`src/rtl/mem_bus_pkg.sv`:
```
// Shared types and constants for the MEM-stage data-memory bus master.
package mem_bus_pkg;

  localparam int unsigned DEF_ADDR_W = 32;
  localparam int unsigned DEF_DATA_W = 32;

  // Low address bits that must be zero for a word access
  localparam logic [1:0] ALIGN_MASK = 2'b11;

  typedef enum logic [1:0] {
    IDLE = 2'd0,
    REQ  = 2'd1,
    DONE = 2'd2
  } state_e;

  // True when the byte offset addresses a whole word
  function automatic logic is_aligned(input logic [1:0] lsb);
    return (lsb & ALIGN_MASK) == 2'b00;
  endfunction

endpackage

```
`src/rtl/mem_stage_bus_master_sat_counter.sv`:
```
// Saturating up-counter: counts cycles with inc high and sticks at all-ones.
module sat_counter #(
  parameter int unsigned CNT_W = 32
) (
  input  logic             clk,
  input  logic             reset,
  input  logic             inc,
  output logic [CNT_W-1:0] count
);

  localparam logic [CNT_W-1:0] CNT_MAX = {CNT_W{1'b1}};

  // Increment unless already saturated
  always_ff @(posedge clk or posedge reset) begin
    if (reset) begin
      count <= '0;
    end else if (inc && (count != CNT_MAX)) begin
      count <= count + CNT_W'(1);
    end
  end

endmodule

```
`src/rtl/mem_stage_bus_master.sv`:
```
// MEM-stage bus master: turns EX/MEM load/store controls into a req/ack
// transaction on the data-memory bus and stalls the pipeline until it completes.
module mem_stage_bus_master
  import mem_bus_pkg::*;
#(
  parameter int unsigned ADDR_W = DEF_ADDR_W,
  parameter int unsigned DATA_W = DEF_DATA_W,
  parameter int unsigned CNT_W  = 32
) (
  input  logic              clk,
  input  logic              reset,
  input  logic              i_mem_read,
  input  logic              i_mem_write,
  input  logic [ADDR_W-1:0] i_addr,
  input  logic [DATA_W-1:0] i_data_2,
  output logic              o_stall,
  output logic [DATA_W-1:0] o_load_data,
  output logic              o_addr_exc,
  output logic              o_bus_fault,
  output logic [CNT_W-1:0]  o_stall_cycles,
  output logic              o_bus_req,
  output logic              o_bus_we,
  output logic [ADDR_W-1:0] o_bus_addr,
  output logic [DATA_W-1:0] o_bus_wdata,
  input  logic              i_bus_ack,
  input  logic              i_bus_err,
  input  logic [DATA_W-1:0] i_bus_rdata
);

  localparam logic [ADDR_W-1:0] WORD_MASK = ~ADDR_W'(ALIGN_MASK);

  state_e state;
  state_e state_next;

  logic access;
  logic aligned;
  logic pending;
  logic misaligned;
  logic launch;
  logic complete;
  logic acked;

  // Decode the EX/MEM controls; a simultaneous read+write is a write
  assign access     = i_mem_read | i_mem_write;
  assign aligned    = is_aligned(i_addr[1:0]);
  assign pending    = access & aligned;
  assign misaligned = access & ~aligned;
  assign acked      = i_bus_ack & o_bus_req;

  // Next-state logic; DONE always returns to IDLE so nothing is reissued
  always_comb begin
    state_next = state;
    case (state)
      IDLE:    if (pending) state_next = REQ;
      REQ:     if (acked) state_next = DONE;
      DONE:    state_next = IDLE;
      default: state_next = IDLE;
    endcase
  end

  // Combinational outputs and datapath strobes
  always_comb begin
    o_stall    = 1'b0;
    o_addr_exc = 1'b0;
    launch     = 1'b0;
    complete   = 1'b0;
    case (state)
      IDLE: begin
        o_stall    = pending;
        o_addr_exc = misaligned;
        launch     = pending;
      end
      REQ: begin
        o_stall  = 1'b1;
        complete = acked;
      end
      DONE:    ;
      default: ;
    endcase
  end

  // State register plus registered bus outputs and load-data capture
  always_ff @(posedge clk or posedge reset) begin
    if (reset) begin
      state       <= IDLE;
      o_bus_req   <= 1'b0;
      o_bus_we    <= 1'b0;
      o_bus_addr  <= '0;
      o_bus_wdata <= '0;
      o_load_data <= '0;
      o_bus_fault <= 1'b0;
    end else begin
      state <= state_next;
      if (launch) begin
        o_bus_req   <= 1'b1;
        o_bus_we    <= i_mem_write;
        o_bus_addr  <= i_addr & WORD_MASK;
        o_bus_wdata <= i_data_2;
      end
      if (complete) begin
        o_bus_req   <= 1'b0;
        o_load_data <= (i_bus_err || o_bus_we) ? '0 : i_bus_rdata;
        if (i_bus_err) begin
          o_bus_fault <= 1'b1;
        end
      end
    end
  end

  // Performance counter of stalled cycles
  sat_counter #(
    .CNT_W(CNT_W)
  ) u_stall_cnt (
    .clk  (clk),
    .reset(reset),
    .inc  (o_stall),
    .count(o_stall_cycles)
  );

endmodule

```
`config.mk`:
```
export PLATFORM = sky130hd
export DESIGN_NAME = mem_stage_bus_master
export DESIGN_NICKNAME = d
export VERILOG_FILES = /design/src/rtl/mem_bus_pkg.sv /design/src/rtl/mem_stage_bus_master_sat_counter.sv /design/src/rtl/mem_stage_bus_master.sv
export SDC_FILE = /design/constraint.sdc
export NUM_CORES = 1
export LEC_CHECK = 0
export CORE_ASPECT_RATIO = 0.75
export CORE_MARGIN = 2
export CORE_UTILIZATION = 38
export DETAILED_ROUTE_END_ITERATION = 12
export PLACE_DENSITY = 0.75
export SYNTH_ARGS = -nofsm -noshare
export SYNTH_HDL_FRONTEND = slang
export SYNTH_HIERARCHICAL = 1
export SYNTH_SLANG_ARGS = --single-unit
```
`constraint.sdc`:
```
create_clock -name clk -period 3.36 [get_ports clk]
set_input_delay 0.84 -clock clk [delete_from_list [all_inputs] [get_ports clk]]
set_output_delay 0.84 -clock clk [all_outputs]
set_load 0.01 [all_outputs]
```
==> results by group <==
Power
  • Pleak: 0.00376 uW
  • Peak supply drop: 355 uV
  • Pwr dens: 805 nW/um^2

Floorplan
  • # IOs: 235
  • Core ar.: 14300 um^2
  • Die Area: 15400 um^2
  • # rows: 38
  • Die Y: 108 um
  • Initial Util: 0.384
  • Die Width: 143 um

STA
  • Final min period: 3.15 ns
  • Max Fclk: between 300 and 400 MHz
  • Final setup vio count: 0
  • Max Clock Skew: roughly 0.0083 ns
  • Final Max Tran Viols: 0
  • Slew at the pin closest to its max-slew limit: 1.03 ns
  • RSZ-0062 raised after global routing: no
  • Slew Limit Headroom: 0.310
  • Final worst slack: 0.207 ns
  • Final period util: 0.938
  • Fin. Hold Viols: 0

Global routing
  • Pin count of the biggest net entering global routing: 67
  • GRT Total Usage: 0.189
  • GRT met3 Usage: 0.0691
  • Initial antenna violation count: 0
  • Vias in the first global route: ~4300
  • GRT Max-Usage Layer: met2
  • Met1 usage: 0.235
  • GRT overflow: 0
  • Met2 usage: 0.306
  • First-pass GRT wire length: about 23 mm

Synth
  • Post-Syn Area per Cell: 12.7 um^2
  • Most used DFF post-synth: dfrtp_1
  • YS warnings: 6
  • Post-synth cell types: 38
  • Seq cells post-synth: 131
  • Most common cell in the netlist: dfrtp_1
  • Area leader, netlist: dfrtp_1
  • Number of synthesized flops with an enable pin: 0
  • Mapped Area: 5490 um^2
  • Ys async rst share: 1.00
  • Syn Inst Count: 432
  • Sequential element share of the synthesized area: 0.597
  • Top cells by count, synth: dfrtp_1 (131), nand2_1 (75), mux2_4 (37), o21ai_0 (32), mux2_2 (27)
  • Top cells by area, synth: dfrtp_1 (60%), mux2_4 (10%), mux2_2 (5.5%)
  • Top-area cell type share of the netlist area: 0.597

Worst hold path
  • HP Class: reg -> reg

Placed design
  • Routability congestion estimate: 0.835
  • Port Buf Inserts: 232
  • Placed instance count: 856
  • Post-DP HPWL: between 10 and 15 mm
  • Placement-stage cell area: between 8000 and 9000 um^2
  • Pre-CTS setup slack: -0.186 ns

CTS
  • Setup Fix Bufs, Post-CTS: 0
  • Clock latency on the worst-skew pair: 0.41 ns
  • TritonCTS clock tree: done
  • Htree depth: 4
  • CTS Root Buffer Type: clkbuf_16
  • Clock sinks: around 130
  • CTS Buffer Depth: 2
  • # hold bufs at CTS: 0
  • Clock transition at path regs: 0.06 ns
  • PostCTS Resize Cnt: 1
  • TritonCTS buffer count: 17

Status
  • Status: complete, no violations

Worst setup path
  • Worst EP required: 2.52 ns
  • Critical Path End Type: output pin
  • Crit-path most repeated cell: clkdlybuf4s50_1
  • Crit path launch type: input port
  • Critical path peak fanout: 2
  • Delay of the slowest critical-path stage: ~0.6 ns
  • Cell chain of the critical path: clkdlybuf4s50_1 > nor2_1 > buf_4 > nor4_1 > clkdlybuf4s50_1
  • Worst path slowest cell: clkdlybuf4s50_1
  • Setup CP Type: in -> out
  • Worst EP arrival: between 2 and 2.5 ns

Layout
  • Final net count: approximately 780
  • Share of layout cells above drive strength 1: 0.173
  • Layout Cells excl Fill: roughly 890
  • Area delta synth->final: 56.9%
  • Antenna Cells: 0
  • Cell area after layout: 8620 um^2

Route
  • Iteration-0 DRC count of the detailed router: between 150 and 200
  • WL/cell: 16.0 um
  • Routed vias/inst: 4.74
  • DR pass1 iterations: 4
  • Routed WL: 14.2 mm
  • Final routed DRC violation total: 0
  • Vias: 4209
  • Post-route ant nets: 0

Run
  • Number of max-cap violations: 0
[worst max-delay path, delay by kind of cell]
family                 cells  cell delay, ns
AND/OR/NAND/NOR            2            0.26
buffers and inverters      3            1.21
[power by group]
part	leakage, uW	total, uW	internal (uW)	switching (uW)
Clock	0.000271	1750	1010	743
Sequential	0.00166	2510	2150	356
Combinational	0.00183	2680	1660	1020
[sequential cells by signal, summed over array words and instances, names as in the netlist]
signal	cells
o_bus_we	1
u_stall_cnt/count	32
o_bus_fault	1
state	2
o_bus_addr	30
o_bus_req	1
o_load_data	32
o_bus_wdata	32
[cells in the final DEF (no fill, tap or decap), types with 4 or more instances in the layout]
cell type,count
nand4_1,10
clkbuf_16,17
nor2_1,6
buf_4,12
nand2_1,75
dfrtp_1,131
inv_1,4
mux2_4,37
clkdlybuf4s50_1,231
nand3_1,22
o21ai_0,32
and3_1,10
inv_6,5
xnor2_1,26
mux2_2,27
clkinvlp_4,4
[final timing paths]
kind,endpoint,slack (ns),startpoint,depth (start not counted)
setup / recovery,o_addr_exc,0.21,i_mem_write,5
hold reg to reg,o_load_data[27]$_DFFE_PP0P_,0.48,o_load_data[27]$_DFFE_PP0P_,2
hold / removal,o_load_data[27]$_DFFE_PP0P_,0.48,o_load_data[27]$_DFFE_PP0P_,2
setup reg to reg,u_stall_cnt/count[23]$_DFFE_PP0P_,0.76,state[0]$_DFFE_PP0P_,9
max in group asynchronous,o_bus_addr[13]$_DFFE_PP0P_,1.67,reset,3
min in group asynchronous,u_stall_cnt/count[12]$_DFFE_PP0P_,0.92,reset,3
[final cells by class]
type / count / area, um^2
fill: 1132 / 5690
sequential: 131 / 3280
multi-input combinational: 275 / 2070
clock inverter: 13 / 115
inverter: 5 / 22.5
clock buffer: 19 / 453
timing repair buffer: 245 / 2430
tap: 200 / 250
[per-stage QoR]
step | total power (uW) | utilization | hold WS [ns] | setup TNS (ns)
3_3_place_gp | 5160 | 0.563 | 0.442 | -0.357
4_1_cts | 7020 | 0.602 | 0.492 | 0
3_5_place_dp | 5230 | 0.563 | 0.477 | -2.06
5_1_grt | 7330 | 0.602 | 0.515 | 0
6_report | 6940 | 0.602 | 0.479 | 0
2_1_floorplan | 3680 | - | 0.493 | 0
[routing by layer]
layer,part of all wire,vias up
li1,-,1977
met1,0.42,2038
met2,0.48,178
met3,0.085,16
met4,0.015,0
met5,0,-
[logic make-up after synthesis]
family	after synthesis	share of synthesized area
AOI/OAI and AO/OA	42	0.0490
muxes	65	0.158
other	1	0.000683
buffers and inverters	27	0.0273
DFF	131	0.597
adders and majority gates	1	0.00228
xor gates and xnor gates	28	0.0446
and+or+nand+nor	137	0.121
No activity file was read; power rests on OpenSTA's default activity.
